===== src/rtl/det_stream_pkg.sv =====
// det_stream_pkg: shared types and constants for the det_stream_ctrl pattern scanner.
// Holds the FSM state encoding, the default pattern and the result counter width helper.
package det_stream_pkg;

  typedef enum logic [1:0] {
    ST_IDLE   = 2'd0,
    ST_SHIFT  = 2'd1,
    ST_REPORT = 2'd2
  } state_e;

  localparam int                   DEF_PAT_W   = 6;
  localparam logic [DEF_PAT_W-1:0] DEF_PATTERN = 6'b110011;

  // Bits needed to hold a match count of 0..word_w inclusive.
  function automatic int cnt_width(input int word_w);
    return $clog2(word_w + 1);
  endfunction

endpackage


===== src/rtl/det_stream_match.sv =====
// det_stream_match: bit history, fill counter and pattern compare.
// Only the newest PAT_W-1 history bits are stored; together with the incoming bit
// they form the PAT_W-bit window, and the oldest bit would never be compared again.
module det_stream_match
  import det_stream_pkg::*;
#(
  parameter int               PAT_W   = DEF_PAT_W,
  parameter logic [PAT_W-1:0] PATTERN = PAT_W'(DEF_PATTERN)
) (
  input  logic clk,
  input  logic reset,
  input  logic i_clear,
  input  logic i_bit_valid,
  input  logic i_bit,
  output logic o_hit
);

  localparam int               FILL_W   = $clog2(PAT_W + 1);
  localparam logic [FILL_W-1:0] FILL_MAX = FILL_W'(PAT_W);
  localparam logic [FILL_W-1:0] FILL_THR = FILL_W'(PAT_W - 1);

  logic [PAT_W-2:0]  r_hist;
  logic [FILL_W-1:0] r_fill;
  logic [PAT_W-1:0]  w_window;

  assign w_window = {r_hist, i_bit};

  // History shifts in each processed bit; fill counts valid bits up to PAT_W.
  always_ff @(posedge clk or posedge reset) begin
    if (reset) begin
      r_hist <= '0;
      r_fill <= '0;
    end else if (i_clear) begin
      r_hist <= '0;
      r_fill <= '0;
    end else if (i_bit_valid) begin
      r_hist <= w_window[PAT_W-2:0];
      if (r_fill != FILL_MAX) begin
        r_fill <= r_fill + FILL_W'(1);
      end
    end
  end

  // A hit needs a full window (this bit included) equal to the pattern.
  always_comb begin
    o_hit = 1'b0;
    if (i_bit_valid && (r_fill >= FILL_THR) && (w_window == PATTERN)) begin
      o_hit = 1'b1;
    end else begin
      o_hit = 1'b0;
    end
  end

endmodule


===== src/rtl/det_stream_ctrl.sv =====
// det_stream_ctrl: accepts words, scans them MSB first for PATTERN one bit per cycle,
// and reports the number of matches ending inside each word.
// Optional feature macro: DET_STREAM_STATS_EN adds a saturating 16-bit total_count of all hits.
module det_stream_ctrl
  import det_stream_pkg::*;
#(
  parameter int               WORD_W  = 8,
  parameter int               PAT_W   = DEF_PAT_W,
  parameter logic [PAT_W-1:0] PATTERN = PAT_W'(DEF_PATTERN)
) (
  input  logic                         clk,
  input  logic                         reset,
  input  logic                         flush,
  input  logic                         in_valid,
  output logic                         in_ready,
  input  logic [WORD_W-1:0]            in_data,
  output logic                         hit,
  output logic                         out_valid,
  input  logic                         out_ready,
  output logic [cnt_width(WORD_W)-1:0] out_count
`ifdef DET_STREAM_STATS_EN
  ,
  output logic [15:0]                  total_count
`endif
);

  localparam int               CNT_W    = cnt_width(WORD_W);
  localparam int               IDX_W    = $clog2(WORD_W);
  localparam logic [IDX_W-1:0] LAST_IDX = IDX_W'(WORD_W - 1);

  state_e             r_state;
  state_e             w_next_state;
  logic [WORD_W-1:0]  r_word;
  logic [IDX_W-1:0]   r_idx;
  logic [CNT_W-1:0]   r_cnt;
  logic               w_accept;
  logic               w_clear;
  logic               w_shift;
  logic               w_hit;

  assign w_accept = (r_state == ST_IDLE) && in_valid;
  assign w_clear  = (r_state == ST_IDLE) && flush;
  assign w_shift  = (r_state == ST_SHIFT);

  det_stream_match #(
    .PAT_W   (PAT_W),
    .PATTERN (PATTERN)
  ) u_match (
    .clk         (clk),
    .reset       (reset),
    .i_clear     (w_clear),
    .i_bit_valid (w_shift),
    .i_bit       (r_word[WORD_W-1]),
    .o_hit       (w_hit)
  );

  // FSM state register.
  always_ff @(posedge clk or posedge reset) begin
    if (reset) begin
      r_state <= ST_IDLE;
    end else begin
      r_state <= w_next_state;
    end
  end

  // FSM next-state: accept, shift WORD_W bits, then hold the result until consumed.
  always_comb begin
    w_next_state = r_state;
    case (r_state)
      ST_IDLE:   w_next_state = w_accept ? ST_SHIFT : ST_IDLE;
      ST_SHIFT:  w_next_state = (r_idx == LAST_IDX) ? ST_REPORT : ST_SHIFT;
      ST_REPORT: w_next_state = out_ready ? ST_IDLE : ST_REPORT;
      default:   w_next_state = ST_IDLE;
    endcase
  end

  // FSM outputs: ready only while idle, result valid only while reporting.
  always_comb begin
    in_ready  = 1'b0;
    out_valid = 1'b0;
    case (r_state)
      ST_IDLE:   in_ready  = 1'b1;
      ST_SHIFT:  in_ready  = 1'b0;
      ST_REPORT: out_valid = 1'b1;
      default:   in_ready  = 1'b1;
    endcase
  end

  // Word shifter, bit index and per-word match counter.
  always_ff @(posedge clk or posedge reset) begin
    if (reset) begin
      r_word <= '0;
      r_idx  <= '0;
      r_cnt  <= '0;
    end else if (w_accept) begin
      r_word <= in_data;
      r_idx  <= '0;
      r_cnt  <= '0;
    end else if (w_shift) begin
      r_word <= {r_word[WORD_W-2:0], 1'b0};
      r_idx  <= r_idx + IDX_W'(1);
      r_cnt  <= r_cnt + CNT_W'(w_hit);
    end
  end

  assign hit       = w_hit;
  assign out_count = r_cnt;

`ifdef DET_STREAM_STATS_EN
  logic [15:0] r_total;

  // Lifetime hit counter; saturates and is cleared only by reset.
  always_ff @(posedge clk or posedge reset) begin
    if (reset) begin
      r_total <= 16'h0000;
    end else if (w_hit && (r_total != 16'hFFFF)) begin
      r_total <= r_total + 16'h0001;
    end
  end

  assign total_count = r_total;
`endif

endmodule


===== config.mk =====
export PLATFORM = sky130hd
export DESIGN_NAME = det_stream_ctrl
export DESIGN_NICKNAME = d
export VERILOG_FILES = /design/src/rtl/det_stream_pkg.sv /design/src/rtl/det_stream_match.sv /design/src/rtl/det_stream_ctrl.sv
export SDC_FILE = /design/constraint.sdc
export NUM_CORES = 1
export LEC_CHECK = 0
export CORE_UTILIZATION = 25
export CTS_CLUSTER_SIZE = 20
export DETAILED_ROUTE_END_ITERATION = 16
export GPL_ROUTABILITY_DRIVEN = 0
export HOLD_SLACK_MARGIN = 0.15
export MAX_ROUTING_LAYER = met4
export PLACE_DENSITY = 0.52
export RECOVER_POWER = 100
export SYNTH_ARGS = -nofsm -noshare
export SYNTH_HDL_FRONTEND = slang
export SYNTH_SLANG_ARGS = --single-unit

===== constraint.sdc =====
create_clock -name clk -period 5.2 [get_ports clk]
set_input_delay 1.3 -clock clk [delete_from_list [all_inputs] [get_ports clk]]
set_output_delay 1.3 -clock clk [all_outputs]
set_load 0.05 [all_outputs]

==> impl_metrics.toml <==
[detailed_routing]
drt_pass1_iterations = 4
drtAntennaViolNets = 0
routedWlPerCell_um = 12.2
wl_met3_um = 45
drtIter0Drc = 39
vias = 936
wl_met1_um = 1140
drc = 0
wl_met2_um = 1330
wirelength_um = 2550
top_layer = "met4"
avgViaCountPerCell = 4.48

[clocking]
cts_buffer_depth = 2
cts-resized-gates = 0
root_buffer = "clkbuf_8"
clk_pin_slew_ns = 0.09
cts_htree_levels = 1
clkLatencyLatePin_ns = 0.26
cts_tree = "built"
cts_setup_buffers = 0
clock-sinks = 25
cts_made_buffers = 3
holdBufCountCts = 0

[sta]
worst_pin_slew_ns = 0.953
fin_crit_sh = 0.755
setup_ws_ns = 1.28
tns_ns = 0
finalCriticalPeriod_ns = 3.92
fmax_ghz = 0.255
rsz0062_at_grt = "no"
setup_violations = 0
slew_violations = 0
max-slew-margin-rel = 0.364
skew_ns = 0.00429
hold_viol_final = 0

[global_routing]
antenna_found_initial = 0
first_global_vias = 1016
grt_overflow = 0
track_usage = 0.104
grt_max_degree = 28
grt_pass1_wl_um = 4750

[die]
core.rowCount = 26
pin_count = 20
fp.dieH_um = 76.1
dieArea_mm2 = 0.00579
core_mm2 = 0.00520
initial_core_util = 0.263
fp.dieW_um = 76.1

[logic_synthesis]
synth-seq-cells = 25
syn_inst = 122
synth_area_mm2 = 0.00137
yosysUniqueCellTypes = 28
avgSynthCellArea_um2 = 11.2
syn-num-nets = 146
ys_seq_area_frac = 0.456
yosysWarningCount = 0

[power]
power.density_cell_area_mw_per_mm2 = 504
vdd_drop_max_mv = 0.207
p_leak_uw = 0.000800
finalPower_uw = 817

[worst_setup_path]
reg2regPathDepth = 9
start_kind = "register"
crit_type = "reg2out"
end_kind = "output port"
worstPathRequired_ns = 3.90
critPathMaxFanout = 27
critPathArrivalTime_ns = 2.62

[finish]
final_util = 0.311
final_cells = 209
drive_gt1_frac = 0.0719
syn_to_final_growth_pct = 18.2
final_cell_mix = "dfrtp_1, mux2i_1, nor2_1, ha_1, dlygate4sd3_1"
nets = 164
antenna-diode-count = 0
final_common_cell = "dfrtp_1"

[flow_run]
maxCapViolations = 0

[place]
pre_cts_ws_ns = 1.61
dp.cells = 205
dp_hpwl_um = 1880
io_buffers = 19

[outcome]
status = "completed"

[worst_hold_path]
hold_path.class = "reg2reg"
hold_depth = 2
==> Yosys cell counts (all sizes together) <==
cell type | count | area [um2]
nand3b | 1 | 7.51
ha | 11 | 138
nand3 | 8 | 40.0
nor3 | 2 | 10.0
nand2 | 2 | 7.51
clkbuf | 1 | 13.8
o21ai | 8 | 40.0
inv | 6 | 22.5
mux2 | 3 | 33.8
nand4b | 2 | 17.5
buf | 6 | 65.1
nor2 | 11 | 41.3
a21bo | 1 | 10.0
nand4 | 1 | 6.26
xnor2 | 1 | 8.76
mux2i | 16 | 160
nand2b | 3 | 18.8
and4b | 1 | 10.0
dfrtp | 25 | 626
a21boi | 4 | 41.3
a21oi | 7 | 38.8
and2 | 2 | 15.0
==> critical path, cell delays in order (launching register included) <==
cell           delay [ns]
dfrtp_1              0.41
inv_1                0.10
ha_1                 0.15
buf_4                0.34
nand4b_1             0.14
nor3_1               0.30
dlygate4sd3_1        0.92
==> per-stage QoR <==
step,cell area (um2),hold WS [ns]
4_1_cts,1620,0.550
3_3_place_gp,1580,0.507
5_1_grt,1620,0.571
3_5_place_dp,1580,0.529
2_1_floorplan,1370,0.487
6_report,1620,0.538
==> power by group <==
part / internal (uW) / total, uW / switching, uW
sequential: 271 / 328 / 57.5
combinational: 166 / 375 / 209
clock: 54.7 / 114 / 59.0
==> kinds of logic (layout without fill, tap and decap cells) <==
| logic type | after synthesis | count (layout) | share of synthesized area |
|---|---|---|---|
| flops | 25 | 25 | 0.456 |
| compound gates | 20 | 20 | 0.0949 |
| simple gates | 33 | 33 | 0.127 |
| buf+inv | 13 | 30 | 0.0739 |
| xor+xnor | 1 | 1 | 0.00639 |
| fa+ha+maj | 11 | 11 | 0.100 |
| mux | 19 | 19 | 0.141 |
==> layout make-up <==
class	instances	area [um2]
fillers	558	3580
multi-input cells	84	642
inverters	6	22.5
repair buffers	20	198
flip-flops and latches	25	626
well taps	70	87.6
clock buffers	4	45.0
==> flip-flops by register name (all words and copies together), names as in the netlist <==
signal / flops
u_match.r_hist: 5
r_idx: 3
r_word: 8
r_state: 2
u_match.r_fill: 3
out_count: 4
==> per-layer routing <==
metal,global-route usage,up-vias
li1,-,456
met1,0.121,467
met2,0.186,9
met3,0.0156,4
met4,0.0288,0
met5,-,-
==> worst paths after layout <==
path	start	endpoint	slack (ns)
worst max-delay path	r_state[1]$_DFF_PP0_	hit	1.28
worst min-delay path	u_match.r_hist[4]$_DFFE_PP0P_	u_match.r_hist[4]$_DFFE_PP0P_	0.54
worst max register to register	r_state[1]$_DFF_PP0_	out_count[1]$_DFFE_PP0P_	2.95
worst min register to register	u_match.r_hist[4]$_DFFE_PP0P_	u_match.r_hist[4]$_DFFE_PP0P_	0.54
max in group asynchronous	reset	r_word[1]$_DFFE_PP0P_	2.93
min in group asynchronous	reset	out_count[2]$_DFFE_PP0P_	1.69
(Power assumes the default switching activity.)
